==> src/rtl/iir_seq_pkg.sv <==
// Shared types and default sizes for the IIR run-level sequencer.
package iir_seq_pkg;

    localparam int unsigned DW_DEF        = 12;
    localparam int unsigned CW_DEF        = 12;
    localparam int unsigned NCOEF_DEF     = 5;
    localparam int unsigned CNTW_DEF      = 16;
    localparam int unsigned FLUSH_LEN_DEF = 8;

    typedef enum logic [2:0] {
        IDLE,
        CLEAR,
        LOAD,
        RUN,
        FLUSH,
        DRAIN,
        DONE_S
    } state_t;

endpackage

==> src/rtl/iir_seq_ctrl_rate_timer.sv <==
// Down-counting issue-rate timer; tick is asserted whenever the count sits at zero.
module iir_rate_timer (
    input  logic       clk,
    input  logic       rst,
    input  logic       clear,
    input  logic       load,
    input  logic       advance,
    input  logic [7:0] rate_div,
    output logic       tick
);

    logic [7:0] cnt;

    assign tick = (cnt == 8'd0);

    // A divider of 0 behaves as 1, so both reload to zero and tick every cycle.
    always_ff @(posedge clk) begin
        if (rst || clear) begin
            cnt <= 8'd0;
        end else if (load) begin
            cnt <= (rate_div == 8'd0) ? 8'd0 : rate_div - 8'd1;
        end else if (advance && !tick) begin
            cnt <= cnt - 8'd1;
        end
    end

endmodule

==> src/rtl/iir_seq_ctrl.sv <==
// Run sequencer for the IIR filter: clear, coefficient load, paced sample feed, flush, drain.
module iir_seq_ctrl
    import iir_seq_pkg::*;
#(
    parameter int unsigned DW        = DW_DEF,
    parameter int unsigned CW        = CW_DEF,
    parameter int unsigned NCOEF     = NCOEF_DEF,
    parameter int unsigned CNTW      = CNTW_DEF,
    parameter int unsigned FLUSH_LEN = FLUSH_LEN_DEF
) (
    input  logic            clk,
    input  logic            rst,
    input  logic            start,
    input  logic [CNTW-1:0] n_samples,
    input  logic [7:0]      rate_div,
    input  logic            coef_wr,
    input  logic [2:0]      coef_waddr,
    input  logic [CW-1:0]   coef_wdata,
    input  logic            src_valid,
    input  logic [DW-1:0]   src_data,
    output logic            src_ready,
    output logic            filt_clr,
    output logic            filt_coef_we,
    output logic [2:0]      filt_coef_addr,
    output logic [CW-1:0]   filt_coef_data,
    output logic            filt_vin,
    output logic [DW-1:0]   filt_din,
    input  logic            filt_vout,
    input  logic [DW-1:0]   filt_dout,
    output logic            snk_valid,
    output logic [DW-1:0]   snk_data,
    output logic [CNTW-1:0] out_cnt,
    output logic            busy,
    output logic            done,
    output logic            err_underrun
);

    state_t          state;
    logic [CW-1:0]   shadow [NCOEF];
    logic [CNTW-1:0] n_q;
    logic [7:0]      rate_q;
    logic [CNTW-1:0] issued;
    logic [2:0]      load_idx;
    logic            clr_q;

    logic            tick;
    logic            run_issue;
    logic            flush_issue;
    logic            issue;
    logic            take_out;
    logic [CNTW-1:0] issued_nx;
    logic [CNTW-1:0] out_cnt_nx;
    logic [CNTW-1:0] drain_target;
    logic [2:0]      load_idx_nx;

    always_comb begin
        run_issue    = (state == RUN) && tick && src_valid;
        flush_issue  = (state == FLUSH) && tick;
        issue        = run_issue || flush_issue;
        take_out     = filt_vout && (state != IDLE);
        issued_nx    = issued + 1'b1;
        load_idx_nx  = load_idx + 3'd1;
        drain_target = n_q + CNTW'(FLUSH_LEN);
        out_cnt_nx   = out_cnt;
        if (take_out) begin
            out_cnt_nx = out_cnt + 1'b1;
        end
    end

    // Reset drives the clear combinationally so the filter is held clear for the whole reset.
    assign filt_clr  = clr_q | rst;
    assign src_ready = run_issue && !rst;

    iir_rate_timer u_timer (
        .clk      (clk),
        .rst      (rst),
        .clear    (state == LOAD),
        .load     (issue),
        .advance  ((state == RUN) || (state == FLUSH)),
        .rate_div (rate_q),
        .tick     (tick)
    );

    always_ff @(posedge clk) begin
        if (rst) begin
            state          <= IDLE;
            n_q            <= '0;
            rate_q         <= '0;
            issued         <= '0;
            load_idx       <= '0;
            clr_q          <= 1'b0;
            filt_coef_we   <= 1'b0;
            filt_coef_addr <= '0;
            filt_coef_data <= '0;
            filt_vin       <= 1'b0;
            filt_din       <= '0;
            snk_valid      <= 1'b0;
            snk_data       <= '0;
            out_cnt        <= '0;
            busy           <= 1'b0;
            done           <= 1'b0;
            err_underrun   <= 1'b0;
            for (int i = 0; i < int'(NCOEF); i++) begin
                shadow[i] <= '0;
            end
        end else begin
            clr_q     <= 1'b0;
            done      <= 1'b0;
            filt_vin  <= issue;
            snk_valid <= take_out;
            out_cnt   <= out_cnt_nx;
            if (issue) begin
                filt_din <= run_issue ? src_data : '0;
            end
            if (take_out) begin
                snk_data <= filt_dout;
            end
            if ((state == RUN) && tick && !src_valid) begin
                err_underrun <= 1'b1;
            end

            unique case (state)
                IDLE: begin
                    if (start) begin
                        state        <= CLEAR;
                        n_q          <= n_samples;
                        rate_q       <= rate_div;
                        out_cnt      <= '0;
                        err_underrun <= 1'b0;
                        clr_q        <= 1'b1;
                        busy         <= 1'b1;
                    end else if (coef_wr && ({29'd0, coef_waddr} < NCOEF)) begin
                        shadow[coef_waddr] <= coef_wdata;
                    end
                end
                CLEAR: begin
                    state          <= LOAD;
                    load_idx       <= 3'd0;
                    filt_coef_we   <= 1'b1;
                    filt_coef_addr <= 3'd0;
                    filt_coef_data <= shadow[0];
                end
                LOAD: begin
                    if (load_idx == 3'(NCOEF - 1)) begin
                        filt_coef_we   <= 1'b0;
                        filt_coef_addr <= 3'd0;
                        filt_coef_data <= '0;
                        issued         <= '0;
                        state          <= (n_q != '0) ? RUN : FLUSH;
                    end else begin
                        load_idx       <= load_idx_nx;
                        filt_coef_addr <= load_idx_nx;
                        filt_coef_data <= shadow[load_idx_nx];
                    end
                end
                RUN: begin
                    if (run_issue) begin
                        issued <= issued_nx;
                        if (issued_nx == n_q) begin
                            issued <= '0;
                            state  <= FLUSH;
                        end
                    end
                end
                FLUSH: begin
                    if (flush_issue) begin
                        issued <= issued_nx;
                        if (issued_nx == CNTW'(FLUSH_LEN)) begin
                            state <= DRAIN;
                        end
                    end
                end
                DRAIN: begin
                    // An output arriving this cycle is already included in out_cnt_nx.
                    if (out_cnt_nx == drain_target) begin
                        state <= DONE_S;
                        done  <= 1'b1;
                    end
                end
                DONE_S: begin
                    state <= IDLE;
                    busy  <= 1'b0;
                end
                default: state <= IDLE;
            endcase
        end
    end

endmodule

==> config.mk <==
export PLATFORM = sky130hd
export DESIGN_NAME = iir_seq_ctrl
export DESIGN_NICKNAME = d
export VERILOG_FILES = /design/src/rtl/iir_seq_pkg.sv /design/src/rtl/iir_seq_ctrl_rate_timer.sv /design/src/rtl/iir_seq_ctrl.sv
export SDC_FILE = /design/constraint.sdc
export NUM_CORES = 1
export LEC_CHECK = 0
export ABC_AREA = 1
export CAP_MARGIN = 25
export CORE_MARGIN = 5
export CORE_UTILIZATION = 60
export CTS_CLUSTER_SIZE = 28
export DETAILED_ROUTE_END_ITERATION = 10
export PLACE_DENSITY = 0.95
export SYNTH_ARGS = -nofsm -noshare
export SYNTH_HDL_FRONTEND = slang
export SYNTH_HIERARCHICAL = 1
export SYNTH_SLANG_ARGS = --single-unit
==> constraint.sdc <==
create_clock -name clk -period 6.55 [get_ports clk]
set_input_delay 0.655 -clock clk [delete_from_list [all_inputs] [get_ports clk]]
set_output_delay 0.655 -clock clk [all_outputs]
set_load 0.005 [all_outputs]
==> metrics <==
status complete, no violations; Placement Setup Slack 3090 ps; post-route cell area around 0.013 mm^2; Port Buffers roughly 130; hold path cells 2; sequential area share after synthesis 48.6%; crit path buf inv count 3; CTS tree yes; Critical R2R Launch load_idx[0]$_SDFFE_PP0P_; Slew @ Worst Pin 1010 ps; global-route wire length before repair 45600 um; relative slew slack 32.2%; Worst Reg-to-Reg Cells 10; # diodes 0; drt wl/cell 16.0 um; Crit Path Category reg2out; # rows 48; CTS sink count 212; Required @ worst endpoint 5890 ps; GRT Total Usage 27.0%; fin nets roughly 1600; RSZ-0062 raised after global routing no; Critical Path Stages 9; die area 0.0206 mm^2; crit path max fanout 12; Top-Level Pins 132; Hold/Removal Path Class reg2reg; grt total ovfl 0; initial antenna violation count 0; pwr dens 341 mW/mm^2; vias after detailed routing 10159; TNS Setup 0 ps; Root Buffer clkbuf_16; Post-synth EDFFs 96; CTS Buffer Depth 3; Chip Width 144 um; Area Overhead vs Synth 21.5%; worst reg-to-reg setup slack about 3300 ps; via/cell ratio 5.68; Max Slew Vio Count 0; Worst Setup End Kind output pin; Slowest Stage Delay on Critical Path 640 ps; share of cells above drive strength 1 between 6 and 7%; hold endpoint filt_coef_addr[1]$_SDFFE_PP0P_; cts hold-fix bufs 0; Post-DP Area ~0.012 mm^2; final setup fails 0; clock-pin slew on the worst setup and hold paths 60 ps; Clk Latency, worst-skew pair 520 ps; Hold Startpoint filt_coef_addr[1]$_SDFFE_PP0P_; r2r endpoint filt_coef_data[9]$_SDFFE_PP0P_; First-pass DRT Iterations 5; GP Congestion 0.928; Synth Warn # 6; startpoint types flip-flop; Cell variety after synth 49; Netlist Area Pre-Place 0.0107 mm^2; Post-DP HPWL 19900 um; pin count of the biggest net entering global routing 54; H-Tree Depth 1; vias in the first global route 9753; core area 0.0174 mm^2; drt drc 0; fin crit period 3660 ps; Final Non-Filler Cells 1788; antenna viol nets, final 0; # Max-Cap Violations 0; worst vdd ir 0.279 mV; Cells after DPL 1745; Yosys reg bits 212; Avg Cell Area, Syn ~7.7 um^2; Syn Inst Count about 1400; Largest delay share family, worst path simple AND/OR/NAND/NOR gates; total setup buffers inserted after CTS 0; crit path DAT 3010 ps; DR iter-0 viols 984; Hold Vio Cnt, Final 0; fmax between 0.2 and 0.3 GHz; Num CTS Buffers 23; Initial Utilization 61.5%; total leakage power 5.40 nW; Hold WS 464 ps; final worst setup slack 2890 ps; Post-CTS Resized 0; crit-path cells inv_1, ha_1, nand2_1, nor2_1, inv_1, nor2_4, nand2_1, nor2_1, clkdlybuf4s50_1; clk_skew 7.58 ps; final cycle utilization of the critical path a little under three fifths; crit path max-delay cell type clkdlybuf4s50_1; Top FF cell, synth dfxtp_1; Post-Route WL around 29000 um; asr flop ratio synth 0%; die height 144 um
[layer usage]
| metal | GRT usage (%) | share of wire, % |
|---|---|---|
| met5 | 0 | 0 |
| met2 | 47.8 | 50 |
| met3 | 4.13 | 8.3 |
| met1 | 33.2 | 38 |
| met4 | 10.3 | 3.6 |
[kinds of logic after synthesis]
group                    share of synthesized area [%]
AND/OR/NAND/NOR                                   30.1
flip-flops                                        48.6
AO/OA/AOI/OAI                                     11.7
buffers and inverters                             7.04
XOR/XNOR                                          1.42
adder cells (fa/ha/maj)                           1.05
other                                           0.0350
[per-stage QoR]
stage / total power [mW] / utilization (%)
after detailed placement: 3.15 / 70.4
after global routing: 4.68 / 74.7
after CTS: 4.41 / 74.6
after global placement: 3.10 / 70.4
final: 4.43 / 74.7
after floorplan: 2.69 / -
[Yosys cell counts (all sizes together), types with 10 or more instances]
| cell type | n | share of area, % |
|---|---|---|
| a21oi | 52 | 2.6 |
| a32o | 17 | 1.6 |
| buf | 10 | 0.71 |
| clkbuf | 38 | 1.3 |
| dfxtp | 116 | 22 |
| edfxtp | 96 | 27 |
| inv | 142 | 5.0 |
| nand2 | 365 | 13 |
| nand3 | 111 | 5.3 |
| nand4 | 20 | 1.2 |
| nor2 | 248 | 9.4 |
| o21ai | 107 | 5.1 |
| o22ai | 16 | 0.93 |
| xor2 | 10 | 0.89 |
[power breakdown]
part	total (mW)	internal, mW	switching (mW)
clock	1.25	0.729	0.523
combinational	1.49	0.557	0.936
sequential	1.69	1.55	0.139
[flip-flops by register name, summed over array words and instances (netlist names), 3 cells and up]
name and cells:
filt_coef_addr 3, rate_q 8, shadow 96, state 3, n_q 16, u_timer/cnt 8
issued 16, snk_data 12, filt_coef_data 12, filt_din 12, out_cnt 16, load_idx 3
[final cells by class]
| cell class | count | area (um^2) |
|---|---|---|
| clock buffers | 34 | 647 |
| clock inverters | 8 | 85.1 |
| fillers | 1278 | 4400 |
| inverters | 142 | 536 |
| multi-input cells | 1030 | 4890 |
| flip-flops and latches | 212 | 5200 |
| well taps | 225 | 282 |
| repair buffers | 137 | 1380 |
[worst reg2reg max path, stage by stage, from the launching register on]
cell	delay (ps)
dfxtp_1	310
buf_4	430
inv_1	140
ha_1	590
inv_1	790
o21ai_0	330
o22ai_1	230
nand2_1	90
nand2_1	110
o221ai_1	130
inv_1	90
[placed cells by master, fill, tap and decap left out, types with 3 or more instances in the layout]
cell type	instances
ha_1	9
nor2_2	11
nand2_2	9
nand3_1	108
o21ai_1	13
o21ai_0	92
a32o_1	17
clkbuf_8	3
nand3_2	3
conb_1	36
clkdlybuf4s50_1	131
inv_1	132
nor2_4	6
buf_4	5
nand4_1	20
xor2_1	9
a21oi_1	48
o221ai_1	8
nand3b_1	3
dfxtp_1	116
o22ai_1	16
nand2_1	353
clkbuf_16	23
a21oi_2	3
nor3_2	3
edfxtp_1	96
clkbuf_1	8
o211ai_1	5
xnor2_1	4
clkinv_2	3
inv_2	9
nor2_1	231
[worst max path at each step]
| stage | from | endpoint | slack [ps] |
|---|---|---|---|
| detailed placement | rst | shadow[4][6]$_SDFFCE_PN0P_ | 3090 |
| global placement | rst | shadow[4][2]$_SDFFCE_PN0P_ | 3260 |
| floorplan | coef_waddr[0] | shadow[4][0]$_SDFFCE_PN0P_ | 4330 |
| CTS | u_timer/cnt[0]$_SDFFE_PP0P_ | src_ready | 2870 |
| finish | u_timer/cnt[0]$_SDFFE_PP0P_ | src_ready | 2890 |
| global route | u_timer/cnt[0]$_SDFFE_PP0P_ | src_ready | 2610 |
Power figures use the tool's default switching activity.
